--- src/rtl/chroni_text_fetch.sv ---
// chroni_text_fetch: text-mode scanline fetcher for the chroni video path.
// Each line_start renders one scanline into the line buffer. Character codes
// are fetched into a local buffer on the first scanline of a text row. After
// that, one font byte per column is read and written out as an 8-pixel
// pattern plus colour indices.
// Optional feature: define CHRONI_TEXT_ATTR_EN to fetch a per-character
// attribute byte (fg = attr[3:0], bg = attr[7:4]) stored COLS bytes after
// each row's codes. The row stride then doubles to 2*COLS.
module chroni_text_fetch #(
  parameter int COLS        = 80,
  parameter int FONT_H_LOG2 = 3,
  parameter int ADDR_W      = 16,
  parameter int LB_ADDR_W   = 11
) (
  input  logic                 sys_clk,
  input  logic                 reset,
  input  logic                 frame_start,
  input  logic                 line_start,
  input  logic                 lb_half,
  input  logic [ADDR_W-1:0]    text_base,
  input  logic [ADDR_W-1:0]    font_base,
  input  logic [7:0]           fg_default,
  input  logic [7:0]           bg_default,
  output logic [ADDR_W-1:0]    addr_out,
  output logic                 rd_req,
  input  logic                 rd_ack,
  input  logic [7:0]           data_in,
  output logic                 dma_req,
  output logic                 lb_wr_en,
  output logic [LB_ADDR_W-1:0] lb_wr_addr,
  output logic [7:0]           lb_wr_pattern,
  output logic [7:0]           lb_wr_fg,
  output logic [7:0]           lb_wr_bg,
  input  logic                 lb_wr_busy,
  output logic                 line_done,
  output logic                 overrun
);

  localparam int COL_W  = (COLS > 1) ? $clog2(COLS) : 1;
  localparam int SCAN_W = (FONT_H_LOG2 > 0) ? FONT_H_LOG2 : 1;
`ifdef CHRONI_TEXT_ATTR_EN
  localparam int ROW_STRIDE = 2 * COLS;
`else
  localparam int ROW_STRIDE = COLS;
`endif
  localparam logic [COL_W-1:0]     LAST_COL  = COL_W'(COLS - 1);
  localparam logic [SCAN_W-1:0]    LAST_SCAN = SCAN_W'((1 << FONT_H_LOG2) - 1);
  localparam logic [ADDR_W-1:0]    COLS_A    = ADDR_W'(COLS);
  localparam logic [ADDR_W-1:0]    STRIDE_A  = ADDR_W'(ROW_STRIDE);
  localparam logic [LB_ADDR_W-1:0] HALF_PIX  = LB_ADDR_W'(COLS * 8);

`ifdef CHRONI_TEXT_ATTR_EN
  typedef enum logic [2:0] {
    IDLE, CHR_REQ, CHR_WAIT, ATTR_REQ, ATTR_WAIT, FNT_REQ, FNT_WAIT, WR
  } state_t;
`else
  typedef enum logic [2:0] {
    IDLE, CHR_REQ, CHR_WAIT, FNT_REQ, FNT_WAIT, WR
  } state_t;
`endif

  state_t               state;
  logic [COL_W-1:0]     col;
  logic [SCAN_W-1:0]    scan;
  logic [ADDR_W-1:0]    row_addr;
  logic [ADDR_W-1:0]    font_base_q;
  logic [LB_ADDR_W-1:0] base_pix;
  logic [7:0]           pattern;
  logic [7:0]           charbuf [COLS];

  logic [ADDR_W-1:0]    chr_addr;
  logic [ADDR_W-1:0]    font_addr;
  logic [LB_ADDR_W-1:0] wr_addr;
  logic                 chr_we;

  // Address arithmetic wraps at the port widths; all 8 code bits select a glyph.
  always_comb begin
    chr_addr  = row_addr + ADDR_W'(col);
    font_addr = font_base_q + (ADDR_W'(charbuf[col]) << FONT_H_LOG2) + ADDR_W'(scan);
    wr_addr   = base_pix + (LB_ADDR_W'(col) << 3);
    chr_we    = (state == CHR_WAIT) && rd_ack && !frame_start && !line_start;
  end

  // Character code buffer, filled on the first scanline of each text row.
  always_ff @(posedge sys_clk) begin
    if (chr_we) charbuf[col] <= data_in;
  end

`ifdef CHRONI_TEXT_ATTR_EN
  logic [7:0] attrbuf [COLS];
  logic       attr_we;
  logic       unused_defaults;

  // Attribute capture strobe; default colours are superseded by attributes.
  always_comb begin
    attr_we         = (state == ATTR_WAIT) && rd_ack && !frame_start && !line_start;
    unused_defaults = ^{fg_default, bg_default};
  end

  // Attribute buffer, filled alongside the character codes.
  always_ff @(posedge sys_clk) begin
    if (attr_we) attrbuf[col] <= data_in;
  end
`endif

  // Fetch sequencer: frame_start outranks line_start, which outranks the FSM.
  always_ff @(posedge sys_clk or posedge reset) begin
    if (reset) begin
      state         <= IDLE;
      col           <= '0;
      scan          <= '0;
      row_addr      <= '0;
      font_base_q   <= '0;
      base_pix      <= '0;
      pattern       <= '0;
      addr_out      <= '0;
      rd_req        <= 1'b0;
      dma_req       <= 1'b0;
      lb_wr_en      <= 1'b0;
      lb_wr_addr    <= '0;
      lb_wr_pattern <= '0;
      lb_wr_fg      <= '0;
      lb_wr_bg      <= '0;
      line_done     <= 1'b0;
      overrun       <= 1'b0;
    end else begin
      lb_wr_en  <= 1'b0;
      line_done <= 1'b0;
      overrun   <= 1'b0;
      if (frame_start) begin
        rd_req   <= 1'b0;
        dma_req  <= 1'b0;
        row_addr <= text_base;
        scan     <= '0;
        col      <= '0;
        state    <= IDLE;
      end else if (line_start) begin
        // A line still in flight is dropped; scan and row_addr stay put.
        overrun     <= (state != IDLE);
        rd_req      <= 1'b0;
        col         <= '0;
        base_pix    <= lb_half ? HALF_PIX : '0;
        font_base_q <= font_base;
        dma_req     <= 1'b1;
        state       <= (scan == '0) ? CHR_REQ : FNT_REQ;
      end else begin
        case (state)
          IDLE: ;
          CHR_REQ: begin
            addr_out <= chr_addr;
            rd_req   <= 1'b1;
            state    <= CHR_WAIT;
          end
          CHR_WAIT: begin
            if (rd_ack) begin
              rd_req <= 1'b0;
`ifdef CHRONI_TEXT_ATTR_EN
              state  <= ATTR_REQ;
`else
              if (col == LAST_COL) begin
                col   <= '0;
                state <= FNT_REQ;
              end else begin
                col   <= col + 1'b1;
                state <= CHR_REQ;
              end
`endif
            end
          end
`ifdef CHRONI_TEXT_ATTR_EN
          ATTR_REQ: begin
            addr_out <= chr_addr + COLS_A;
            rd_req   <= 1'b1;
            state    <= ATTR_WAIT;
          end
          ATTR_WAIT: begin
            if (rd_ack) begin
              rd_req <= 1'b0;
              if (col == LAST_COL) begin
                col   <= '0;
                state <= FNT_REQ;
              end else begin
                col   <= col + 1'b1;
                state <= CHR_REQ;
              end
            end
          end
`endif
          FNT_REQ: begin
            addr_out <= font_addr;
            rd_req   <= 1'b1;
            state    <= FNT_WAIT;
          end
          FNT_WAIT: begin
            if (rd_ack) begin
              rd_req  <= 1'b0;
              pattern <= data_in;
              state   <= WR;
            end
          end
          WR: begin
            if (!lb_wr_busy) begin
              lb_wr_en      <= 1'b1;
              lb_wr_addr    <= wr_addr;
              lb_wr_pattern <= pattern;
`ifdef CHRONI_TEXT_ATTR_EN
              lb_wr_fg      <= {4'b0, attrbuf[col][3:0]};
              lb_wr_bg      <= {4'b0, attrbuf[col][7:4]};
`else
              lb_wr_fg      <= fg_default;
              lb_wr_bg      <= bg_default;
`endif
              if (col == LAST_COL) begin
                dma_req   <= 1'b0;
                line_done <= 1'b1;
                col       <= '0;
                state     <= IDLE;
                if (scan == LAST_SCAN) begin
                  scan     <= '0;
                  row_addr <= row_addr + STRIDE_A;
                end else begin
                  scan <= scan + 1'b1;
                end
              end else begin
                col   <= col + 1'b1;
                state <= FNT_REQ;
              end
            end
          end
          default: state <= IDLE;
        endcase
      end
    end
  end

endmodule

--- config.mk ---
export PLATFORM = sky130hd
export DESIGN_NAME = chroni_text_fetch
export DESIGN_NICKNAME = d
export VERILOG_FILES = /design/src/rtl/chroni_text_fetch.sv
export SDC_FILE = /design/constraint.sdc
export NUM_CORES = 1
export LEC_CHECK = 0
export CORE_MARGIN = 2
export CORE_UTILIZATION = 50
export CTS_CLUSTER_SIZE = 14
export DETAILED_ROUTE_END_ITERATION = 7
export DONT_BUFFER_PORTS = 1
export MAX_ROUTING_LAYER = met4
export PLACE_DENSITY = 0.63
export SLEW_MARGIN = 20
export SYNTH_ARGS = -nofsm -noshare
export SYNTH_HDL_FRONTEND = slang
export SYNTH_SLANG_ARGS = --single-unit
--- constraint.sdc ---
create_clock -name sys_clk -period 4.5 [get_ports sys_clk]
set_input_delay 0.45 -clock sys_clk [delete_from_list [all_inputs] [get_ports sys_clk]]
set_output_delay 0.45 -clock sys_clk [all_outputs]
set_load 0.02 [all_outputs]
==> results.sh <==
export IMPL_clk_pin_slew_ps=60
export IMPL_post_route_cell_area_um2=35800
export IMPL_min_to="row_addr[6]"
export IMPL_slew_violations=0
export IMPL_viasPerCell=6.40
export IMPL_placed_cell_area_um2=32500
export IMPL_htree_levels=3
export IMPL_clk_latency_ps=640
export IMPL_critPathLaunchType="flip-flop"
export IMPL_combPwrFrac_pct=4.7
export IMPL_finClkSkew_ps=32.4
export IMPL_finalHoldViolCount=0
export IMPL_whs_path_depth=2
export IMPL_num_io_pins=119
export IMPL_fin_cells=3088
export IMPL_drt_pass1_iterations=5
export IMPL_synth_top_cell_area_share_pct=62.3
export IMPL_r2r_worst_path_cells=15
export IMPL_total_power_mw=14.9
export IMPL_drc_errors=0
export IMPL_seq_power_share_pct=52.2
export IMPL_yosysWarnings=0
export IMPL_max_freq_mhz=231
export IMPL_outcome="finished, final reports clean"
export IMPL_ys_top_cells_by_area="edfxtp_1 (62%), dfrtp_1 (8.7%), mux2_2 (3.1%)"
export IMPL_ant_nets=0
export IMPL_drt_iter0_drc=2449
export IMPL_core_rowCount=91
export IMPL_cts_buffers=79
export IMPL_p_clk_share_pct=43.1
export IMPL_drive_above_1_share_pct=17.7
export IMPL_most_common_layout_cells="edfxtp_1 (640), nand2_1 (198), nor2_1 (167), buf_4 (130), dfrtp_1 (104)"
export IMPL_hold_ws_ps=46.4
export IMPL_switching_power_mw=3.26
export IMPL_rsz0062_at_grt="no"
export IMPL_hold_path_class="input pin to flip-flop"
export IMPL_ys_seq_area_share_pct=71.0
export IMPL_p_leak_nw=12.1
export IMPL_required_ps=4970
export IMPL_reg2reg_to="addr_out[13]"
export IMPL_synth_area_per_cell_um2=14.9
export IMPL_synth_top_cell_by_area="edfxtp_1"
export IMPL_final_nets=2326
export IMPL_worstMarginPinSlew_ps=1080
export IMPL_die_width_um=252
export IMPL_synthCells=2073
export IMPL_hpwl_um=56100
export IMPL_worstPathArrival_ps=4800
export IMPL_synth_edf_count=640
export IMPL_tritoncts="built"
export IMPL_final_common_cell="edfxtp_1"
export IMPL_sw_frac_of_total_pct=21.8
export IMPL_pre_cts_ws_ps=-20.0
export IMPL_path_class="flip-flop to flip-flop"
export IMPL_root_buffer="clkbuf_16"
export IMPL_fin_ws_ps=164
export IMPL_overflow=0
export IMPL_synth_seq_cells=747
export IMPL_wl_per_cell_um=28.9
export IMPL_fillerInstances=4687
export IMPL_grt_start_max_net_pins=82
export IMPL_grt_pass1_vias=19276
export IMPL_setup_viol_count_final=0
export IMPL_period_minus_slack_ps=4340
export IMPL_ys_flop_type="edfxtp_1"
export IMPL_die_height_um=252
export IMPL_fin_crit_sh_pct=96.4
export IMPL_grt_total_usage_pct=28.9
export IMPL_antenna_found_initial=0
export IMPL_maxSlewHeadroom_pct=27.7
export IMPL_clock_path_buffers=3
export IMPL_cp_startpoint="col[0]"
export IMPL_clock_sinks=747
export IMPL_p_per_area_nw_per_um2=417
export IMPL_reg2reg_setup_slack_ps=160
export IMPL_path_max_fanout=21
export IMPL_synth_area_um2=30800
export IMPL_core_um2=61400
export IMPL_wl_um=89100
export IMPL_place_inst=2883
export IMPL_async_flop_share_pct=14.3
export IMPL_area_delta_synth_final_pct=16.1
export IMPL_reg2reg_from="col[0]"
export IMPL_irDropWorstVdd_mv=0.314
export IMPL_grt_pass1_wl_um=131000
export IMPL_vias=19761
export IMPL_p_int_mw=11.7
export IMPL_final_core_util_pct=58.3
export IMPL_dieArea_um2=63700
export IMPL_synthDistinctLibCells=73
export IMPL_setup_tns_ps=0
export IMPL_initial_core_util_pct=50.2
export IMPL_drv_cap=0
export IMPL_worstHoldStart="text_base[6]"
export IMPL_io_buffer_count=0
export IMPL_endpoint_kind="flip-flop"
export IMPL_gp_congestion=0.903
## state kept, by name (all words and copies together) (netlist names)
| signal | flops |
|---|---|
| addr_out | 16 |
| font_base_q | 16 |
| lb_wr_pattern | 8 |
| lb_wr_addr | 8 |
| state | 3 |
| lb_wr_bg | 8 |
| pattern | 8 |
| lb_wr_en | 1 |
| scan | 3 |
| line_done | 1 |
| dma_req | 1 |
| overrun | 1 |
| col | 7 |
| row_addr | 16 |
| charbuf | 640 |
| lb_wr_fg | 8 |
| base_pix | 1 |
| rd_req | 1 |
## critical path, cell delays in order, from the launching register on
cell	delay (ps)
dfrtp_4	660
nor2b_4	550
buf_4	350
a22oi_1	90
o21ai_0	200
o21ai_0	140
o2111ai_1	220
and4_1	310
ha_1	290
o21a_1	200
o21ai_0	220
o21bai_1	140
a311o_1	390
nand3_1	120
xor2_1	160
o221ai_1	130
## routing by layer
metal / track usage (%) / vias to the layer above / routed length (um)
li1: - / 8413 / -
met5: - / - / 0
met1: 39.2 / 9965 / 35700
met3: 5.60 / 232 / 8710
met4: 12.0 / 0 / 3780
met2: 43.3 / 1151 / 41000
## repair_timing
item	4_1_cts	5_1_grt
hold buffers	55	0
buffers inserted	0	6
gates resized for setup	1	6
setup endpoints to repair	1	3
hold endpoints to repair	762	0
## synth_stat cells (all sizes together) (17+ instances only)
cell type    n
edfxtp     640
a221oi      69
a21oi       87
o221ai      17
dfrtp      107
nand3       27
ha          26
mux2i       74
nor3        18
inv         19
a31oi       22
clkbuf      51
nor2       173
a22oi       42
mux4        34
o21ai      103
mux2        86
buf         72
o22ai       20
nand2      198
## power groups by stage
| stage | combinational, mW | sequential, mW | clock (mW) |
|---|---|---|---|
| after floorplan | 0.401 | 7.89 | 0 |
| after CTS | 0.698 | 7.80 | 6.50 |
| after global placement | 0.522 | 7.94 | 0 |
| after global routing | 0.771 | 7.81 | 6.76 |
| final | 0.702 | 7.80 | 6.44 |
| after detailed placement | 0.531 | 7.94 | 0 |
## cells by family (layout without fill, tap and decap cells)
kind of cell | count (synthesis) | count (layout) | share of synthesized area, %
flip-flops | 747 | 747 | 71.0
AND/OR/NAND/NOR | 469 | 469 | 6.43
AO/OA/AOI/OAI | 463 | 463 | 10.3
multiplexers | 194 | 194 | 8.03
adder cells (fa/ha/maj) | 29 | 29 | 1.22
XOR/XNOR | 25 | 25 | 0.710
other | 1 | 4 | 0.0122
buffers and inverters | 145 | 367 | 2.30
## cell type report
class | instances | area, um^2 | area share (%)
antenna | 1 | 2.50 | 0.00699
clock buffer | 112 | 2260 | 6.30
clock inverter | 31 | 292 | 0.815
inverter | 22 | 88.8 | 0.248
multi-input combinational | 1183 | 8270 | 23.1
sequential | 747 | 21900 | 61.2
tap | 790 | 988 | 2.76
timing repair buffer | 202 | 1990 | 5.56
## worst max-delay path by stage
stage / end / depth (start not counted)
2_1_floorplan: addr_out[13] / 18
3_3_place_gp: addr_out[10] / 14
3_5_place_dp: addr_out[10] / 14
4_1_cts: addr_out[13] / 15
5_1_grt: addr_out[13] / 16
6_report: addr_out[13] / 15
No activity file was read; power rests on OpenSTA's default activity.
